===== src/rtl/cam_frame_fetch_pkg.sv =====
// Shared types and defaults for the camera frame fetch engine.
// Optional feature macro: CAM_FRAME_FETCH_SIGNED_EN (see cam_px_pack).
package cam_frame_fetch_pkg;

    typedef enum logic [1:0] {
        IDLE = 2'd0,
        REQ  = 2'd1,
        GAP  = 2'd2,
        FIN  = 2'd3
    } state_t;

    localparam int          DEF_WIDTH   = 64;
    localparam int          DEF_HEIGHT  = 32;
    localparam int          DEF_TIMEOUT = 255;
    localparam logic [15:0] DEF_FB_BASE = 16'h8000;

    // Four 8-bit pixels per destination word.
    localparam int NUM_LANES = 4;
    localparam int VEC_W     = 8;

    // Pixel index width; the index wraps to 0 after the last pixel.
    function automatic int idx_width(input int width, input int height);
        return $clog2(width * height);
    endfunction

endpackage


===== src/rtl/cam_px_pack.sv =====
// Byte-lane pack register: collects four pixels into one 32-bit word.
// With CAM_FRAME_FETCH_SIGNED_EN defined, each pixel has its MSB flipped
// (unsigned 0..255 -> two's-complement pixel-128) before packing.
module cam_px_pack
    import cam_frame_fetch_pkg::*;
(
    input  logic                              sys_clk,
    input  logic                              areset,
    input  logic                              load,
    input  logic [$clog2(NUM_LANES)-1:0]      lane,
    input  logic [VEC_W-1:0]                  pixel,
    output logic [NUM_LANES*VEC_W-1:0]        word,
    output logic                              word_rdy
);

    logic [NUM_LANES-1:0][VEC_W-1:0] lanes;
    logic [VEC_W-1:0]                px_conv;

`ifdef CAM_FRAME_FETCH_SIGNED_EN
    assign px_conv = pixel ^ {1'b1, {(VEC_W-1){1'b0}}};
`else
    assign px_conv = pixel;
`endif

    // Write the incoming pixel into its selected byte lane.
    always_ff @(posedge sys_clk or posedge areset) begin
        if (areset) begin
            lanes <= '0;
        end else if (load) begin
            for (int i = 0; i < NUM_LANES; i++) begin
                if (lane == $clog2(NUM_LANES)'(i)) lanes[i] <= px_conv;
            end
        end
    end

    // Word is complete the cycle after the top lane is loaded.
    always_ff @(posedge sys_clk or posedge areset) begin
        if (areset) word_rdy <= 1'b0;
        else        word_rdy <= load && (lane == $clog2(NUM_LANES)'(NUM_LANES-1));
    end

    assign word = lanes;

endmodule


===== src/rtl/cam_frame_fetch.sv =====
// Bus-master copy engine: reads a WIDTH x HEIGHT 8-bit frame from the camera
// slave port one pixel at a time and writes packed 32-bit words into a
// destination word memory. Each access is bounded by TIMEOUT cycles.
// Optional feature macro: CAM_FRAME_FETCH_SIGNED_EN (signed pixel packing).
module cam_frame_fetch
    import cam_frame_fetch_pkg::*;
#(
    parameter int          WIDTH   = DEF_WIDTH,
    parameter int          HEIGHT  = DEF_HEIGHT,
    parameter logic [15:0] FB_BASE = DEF_FB_BASE,
    parameter int          TIMEOUT = DEF_TIMEOUT,
    parameter int          DST_AW  = 9
)(
    input  logic              sys_clk,
    input  logic              areset,
    input  logic              start,
    output logic              busy,
    output logic              done,
    output logic              error,
    output logic              cam_valid,
    output logic [15:0]       cam_addr,
    input  logic              cam_ready,
    input  logic [31:0]       cam_rdata,
    output logic              dst_we,
    output logic [DST_AW-1:0] dst_addr,
    output logic [31:0]       dst_wdata
);

    localparam int IW = idx_width(WIDTH, HEIGHT);
    localparam int TW = $clog2(TIMEOUT + 1);

    state_t         state;
    logic [IW-1:0]  idx;
    logic [IW-1:0]  idx_nxt;
    logic [TW-1:0]  wait_cnt;
    logic [15:0]    addr_off;
    logic           pk_load;
    logic [23:0]    rdata_unused;

    assign idx_nxt  = idx + 1'b1;
    assign addr_off = 16'({idx_nxt, 2'b00});
    // Capture only in REQ; a ready echo during GAP must not load a pixel.
    assign pk_load  = (state == REQ) && cam_ready;
    assign rdata_unused = cam_rdata[31:8];

    cam_px_pack u_pack (
        .sys_clk  (sys_clk),
        .areset   (areset),
        .load     (pk_load),
        .lane     (idx[1:0]),
        .pixel    (cam_rdata[7:0]),
        .word     (dst_wdata),
        .word_rdy (dst_we)
    );

    // Copy sequencer: REQ waits for ready (bounded), GAP retires the pixel.
    always_ff @(posedge sys_clk or posedge areset) begin
        if (areset) begin
            state     <= IDLE;
            busy      <= 1'b0;
            done      <= 1'b0;
            error     <= 1'b0;
            cam_valid <= 1'b0;
            cam_addr  <= FB_BASE;
            dst_addr  <= '0;
            idx       <= '0;
            wait_cnt  <= '0;
        end else begin
            done <= 1'b0;
            case (state)
                IDLE: begin
                    if (start) begin
                        error     <= 1'b0;
                        idx       <= '0;
                        cam_addr  <= FB_BASE;
                        cam_valid <= 1'b1;
                        busy      <= 1'b1;
                        wait_cnt  <= '0;
                        state     <= REQ;
                    end
                end
                REQ: begin
                    if (cam_ready) begin
                        cam_valid <= 1'b0;
                        dst_addr  <= DST_AW'(idx >> 2);
                        state     <= GAP;
                    end else if (wait_cnt == TW'(TIMEOUT - 1)) begin
                        // Hung slave: abandon the frame, partial word is dropped.
                        cam_valid <= 1'b0;
                        error     <= 1'b1;
                        done      <= 1'b1;
                        state     <= FIN;
                    end else begin
                        wait_cnt <= wait_cnt + 1'b1;
                    end
                end
                GAP: begin
                    idx <= idx_nxt;
                    if (idx_nxt == '0) begin
                        done  <= 1'b1;
                        state <= FIN;
                    end else begin
                        cam_addr  <= FB_BASE + addr_off;
                        cam_valid <= 1'b1;
                        wait_cnt  <= '0;
                        state     <= REQ;
                    end
                end
                FIN: begin
                    busy  <= 1'b0;
                    state <= IDLE;
                end
                default: state <= IDLE;
            endcase
        end
    end

endmodule

===== config.mk =====
export PLATFORM = sky130hd
export DESIGN_NAME = cam_frame_fetch
export DESIGN_NICKNAME = d
export VERILOG_FILES = /design/src/rtl/cam_frame_fetch_pkg.sv /design/src/rtl/cam_px_pack.sv /design/src/rtl/cam_frame_fetch.sv
export SDC_FILE = /design/constraint.sdc
export NUM_CORES = 1
export LEC_CHECK = 0
export ABC_AREA = 0
export BUFFER_PORTS_ARGS = -buffer_cell sky130_fd_sc_hd__buf_2
export CORE_AREA = 4 4 111 113
export CTS_BUF_LIST = sky130_fd_sc_hd__clkbuf_8
export CTS_CLUSTER_DIAMETER = 80
export DETAILED_ROUTE_END_ITERATION = 8
export DIE_AREA = 0 0 115 117
export PLACE_DENSITY_LB_ADDON = 0.25
export RECOVER_POWER = 25
export SLEW_MARGIN = 20
export SYNTH_ARGS = -nofsm -noshare
export SYNTH_HDL_FRONTEND = slang
export SYNTH_HIERARCHICAL = 1
export SYNTH_SLANG_ARGS = --single-unit

===== constraint.sdc =====
create_clock -name sys_clk -period 2.8 [get_ports sys_clk]
set_clock_uncertainty 0.2 [all_clocks]
set_input_delay 0.14 -clock sys_clk [delete_from_list [all_inputs] [get_ports sys_clk]]
set_output_delay 0.14 -clock sys_clk [all_outputs]
set_load 0.02 [all_outputs]

### Word level (Yosys, flattened, before mapping)

Index checks and enable logic that the tools add are counted.

| storage, ports and cells | value |
|---|---|
| flip-flop bits (word level) | 83 |
| output and inout port bits | 62 |
| logic and storage cells | 80 |
| input port bits | 36 |

| operators by class | value |
|---|---|
| add/sub/neg operators | 3 |
| eq/ne operators | 13 |
| mux-type cells | 29 |
| reductions and logical operators | 21 |

Operators with widths:

| operator | number |
|---|---|
| $mux W16 | 2 |
| $mux W8 | 4 |
| $pmux W16 S2 | 1 |
| $pmux W8 S3 | 1 |
| $pmux W11 S2 | 1 |
| $add A16 B13 Y16 const A | 1 |
| $reduce_and A2 Y1 | 8 |
| $add A11 B1 Y11 const B | 1 |
| $logic_not A11 Y1 | 1 |
| $mux W11 | 1 |
| $mux W1 | 10 |
| $add A8 B1 Y8 const B | 1 |
| $eq A2 B2 Y1 const B | 4 |
| $eq A8 B8 Y1 const B | 1 |
| $mux W2 | 4 |
| $ne A2 B2 Y1 const B | 4 |
| $pmux W2 S4 | 1 |
| $reduce_and A4 Y1 | 2 |
| $pmux W1 S2 | 3 |
| $reduce_bool A2 Y1 | 3 |
| $reduce_and A5 Y1 | 1 |
| $eq A2 B1 Y1 const B | 2 |
| $logic_not A2 Y1 | 2 |
| $ne A3 B2 Y1 const B | 1 |
| 5 further kinds | 6 |

### Depth between registers and ports, before layout

| logic depth | value |
|---|---|
| word-level depth | 4 |
| gate-level depth with buffers | 8 |
| depth with buffers taken out | 7 |

### Modules after synthesis

The synthesis kept the hierarchy.

By module, submodules not included:

| module | sequential area each (µm²) | cells each | instances | area each (µm²) |
|---|---|---|---|---|
| cam_frame_fetch | 1126.1 | 269 | 1 | 2537.4 |
| cam_px_pack | 825.8 | 71 | 1 | 1244.9 |

### Worst setup path after synthesis

Ideal clock, no wire load.

| timing path | value |
|---|---|
| path type | flip-flop to flip-flop |
| start point | reg idx[0] |
| end point | reg wait_cnt[1] |
| path buffers | 1 |
| data arrival time | 2.185 ns |
| stages on the path, launching flop included | 8 |
| period minus slack after synthesis | 2.512 ns |
| library setup time | 0.128 ns |
| required time | 2.472 ns |
| slack | 0.288 ns |
| path through | dfrtp_1 -> ha_1 -> and3_1 -> and3_1 -> clkbuf_1 -> a31o_2 -> a31oi_2 -> mux2_1 |

| on the way | value |
|---|---|
| word-level cells in the longest chain between the ends | 4 |

Ends and longest elaborated chain:

| item | RTL line | source |
|---|---|---|
| from (decl) | cam_frame_fetch.sv:33 | `logic [IW-1:0] idx;` |
| from (signal assigned) | cam_frame_fetch.sv:98 | `idx <= idx_nxt;` |
| $add A11 B1 Y11 | cam_frame_fetch.sv:40 | `assign idx_nxt = idx + 1'b1;` |
| $logic_not A11 Y1 | cam_frame_fetch.sv:99 | `if (idx_nxt == '0) begin` |
| $ne A2 B2 Y1 (no source line) | -- |  |
| $reduce_and A5 Y1 (no source line) | -- |  |
| to (signal assigned) | cam_frame_fetch.sv:94 | `wait_cnt <= wait_cnt + 1'b1;` |
| to (decl) | cam_frame_fetch.sv:35 | `logic [TW-1:0] wait_cnt;` |

No other way between the ends.
A chain may end at the register's enable or synchronous reset.

### Worst setup path after layout

| timing path | value |
|---|---|
| start point | reg idx[3] |
| end point | reg wait_cnt[1] |

Same word-level chain as after synthesis.

==> results.json <==
{
  "io_buffers": 68,
  "hold_class": "in -> async",
  "hold_buffers": 12,
  "h-tree-depth": 3,
  "antenna_cells": 0,
  "fin_crit_sh_pct": 95.2,
  "drt_first_pass_iters": 4,
  "ys.flop_type": "dfrtp_1",
  "synth_area_per_cell_sq_um": 11.1,
  "cp-start-kind": "flip-flop",
  "worstMarginPinSlew_ns": 0.972,
  "cts.sinks": 78,
  "rows": 39,
  "path_clk_slew_ns": 0.10,
  "clockBufferDepth": 2,
  "crit_type": "reg -> reg",
  "syn_area_sq_um": 3780,
  "ff2ff_setup_slack_ns": 0.14,
  "ys_seq_area_share_pct": 51.6,
  "antenna_left": 0,
  "setup_tns_ns": 0,
  "cts_buffers": 9,
  "drc": 0,
  "clockRootBuffer": "clkbuf_8",
  "p_per_area_nw_per_um2": 817,
  "irDropWorstVdd_v": 0.000440,
  "design_area_sq_um": 4590,
  "max_freq_ghz": 0.375,
  "core_sq_um": 11300,
  "hold_viol": 0,
  "crit_start": "idx[3]",
  "drtIter0Drc": 91,
  "synthTopCellsByCount": "dfrtp_1, mux2_2, nand2_1",
  "cts_tree": "done",
  "crit_fanout": 10,
  "grt_pass1_wl_microns": 14600,
  "grt_setup_unrepaired": "false",
  "p_leak_uw": 0.00213,
  "grt_pass1_vias": 2893,
  "yosysWarnings": 6,
  "synth_edf_count": 0,
  "slew_violations": 0,
  "drive_gt1_share_pct": 25.4,
  "finalHoldWorstSlack_ns": 0.124,
  "wl_per_cell_microns": 15.7,
  "reg2reg_from": "idx[3]",
  "outcome": "finished clean",
  "critPathArrivalTime_ns": 2.71,
  "areaGrowthSynthToFinish_pct": 21.4,
  "antenna_found_initial": 0,
  "synth_top_area_share_pct": 51.6,
  "ios": 98,
  "grt_use_total_pct": 13.9,
  "viasPerCell": 4.95,
  "synth_most_common_cell": "dfrtp_1",
  "synthArstFlopShare_pct": 100,
  "num_vias": 2872,
  "grt_max_degree": 46,
  "synth.distinct_cells": 54,
  "synthDominantAreaCellType": "dfrtp_1",
  "setup_viol": 0,
  "period_needed_ns": 2.66,
  "ys_top_cells_by_area": "dfrtp_1, mux2_2, o21ai_0",
  "die_h_microns": 117,
  "netlist_instances": 340,
  "reg2reg_depth": 5,
  "dieArea_sq_um": 13500,
  "dieWidth_microns": 115,
  "place.gp.congestion": 0.901,
  "cp.required_ns": 2.84,
  "clk_latency_ns": 0.36,
  "initial_core_util_pct": 33.4,
  "nets": 475,
  "ctsResizeCount": 0,
  "slew_headroom_pct": 35.2,
  "placed_area_sq_um": 4340,
  "post-cts-setup-buffer-count": 0,
  "totalWireLength_microns": 9090,
  "end_kind": "flip-flop",
  "drv_cap": 0,
  "rr_endpoint": "wait_cnt[1]",
  "synth-seq-cells": 78,
  "hpwl_microns": 6470,
  "grt_overflow": 0
}
[logic make-up after synthesis]
kind of cell	after synthesis	synth area share, %
buffers and inverters	41	4.86
DFF	78	51.6
and+or+nand+nor	91	13.0
AOI/OAI and AO/OA	64	11.9
adders and majority gates	7	2.32
xor gates and xnor gates	11	2.55
other	2	0.199
muxes	46	13.6
[flip-flops by register name (all words and copies together) (netlist names)]
signal,count
done,1
cam_valid,1
u_pack/word_rdy,1
idx,11
dst_addr,9
error,1
wait_cnt,8
state,2
u_pack/word,32
cam_addr,11
busy,1
[cells in the final DEF (no fill, tap or decap), types with 2 or more instances in the layout]
cell and n:
o21ai_1 4, o31ai_1 3, buf_4 18, clkinvlp_4 2
mux2_2 41, inv_2 2, o221ai_1 2, o22ai_1 5
nand2b_1 3, nor2_1 15, nand3b_2 2, a311oi_1 2
dfrtp_1 78, clkbuf_8 9, o211ai_1 5, inv_6 4
nor2b_1 6, xnor2_1 8, clkbuf_1 44, xor2_1 3
nand2_1 24, nor3_1 6, o21ai_0 18, mux2_1 2
and3_1 4, a221o_1 3, inv_1 19, a21oi_1 3
and2_1 3, ha_1 7, nand3_1 13, conb_1 5
mux2i_1 3, buf_2 24, nand4_1 4, a31oi_1 7
dlygate4sd3_1 12, nand3b_1 3
[through the flow]
step / worst slack [ns] / std cells / total power (uW) / utilization [%]
finish: 0.135 / 580 / 3750 / 40.6
global placement: 0.243 / 552 / 2960 / 38.4
CTS: 0.163 / 580 / 3840 / 41.1
detailed placement: 0.180 / 552 / 2990 / 38.4
floorplan: 0.288 / 343 / 2480 / -
global route: 0.0436 / 580 / 4000 / 40.6
[final cells by class]
cell class / instances / area, sq um
timing repair buffer: 98 / 541
clock inverter: 7 / 61.3
multi-input combinational: 224 / 1660
clock buffer: 9 / 124
tap: 143 / 179
inverter: 21 / 78.8
fill: 1148 / 6730
sequential: 78 / 1950
[power breakdown]
group	internal [uW]	switching, uW	leakage (uW)
registers	1370	156	0.00105
clock network	341	488	0.0000892
logic	549	849	0.000998
total	2260	1490	0.00213
[worst max-delay path, stage by stage (launching register included)]
cell and delay [ns]:
dfrtp_1 0.57, nand2_4 0.12, or4_4 0.55, a221oi_4 0.49
a31oi_2 0.25, mux2_1 0.36
[per-layer routing]
metal	vias to the layer above	track usage, %	wire length, microns
li1	1382	-	-
met1	1416	18.2	4100
met4	0	7.12	184
met2	60	22.2	4410
met5	-	0	0
met3	14	2.62	396
[how the worst max path moves through the flow]
stage,to,cells after the start
2_1_floorplan,wait_cnt[1],7
3_3_place_gp,wait_cnt[1],5
3_5_place_dp,wait_cnt[1],5
4_1_cts,wait_cnt[1],5
5_1_grt,wait_cnt[1],5
6_report,wait_cnt[1],5
Note: power is estimated with default switching activity, not from simulation.
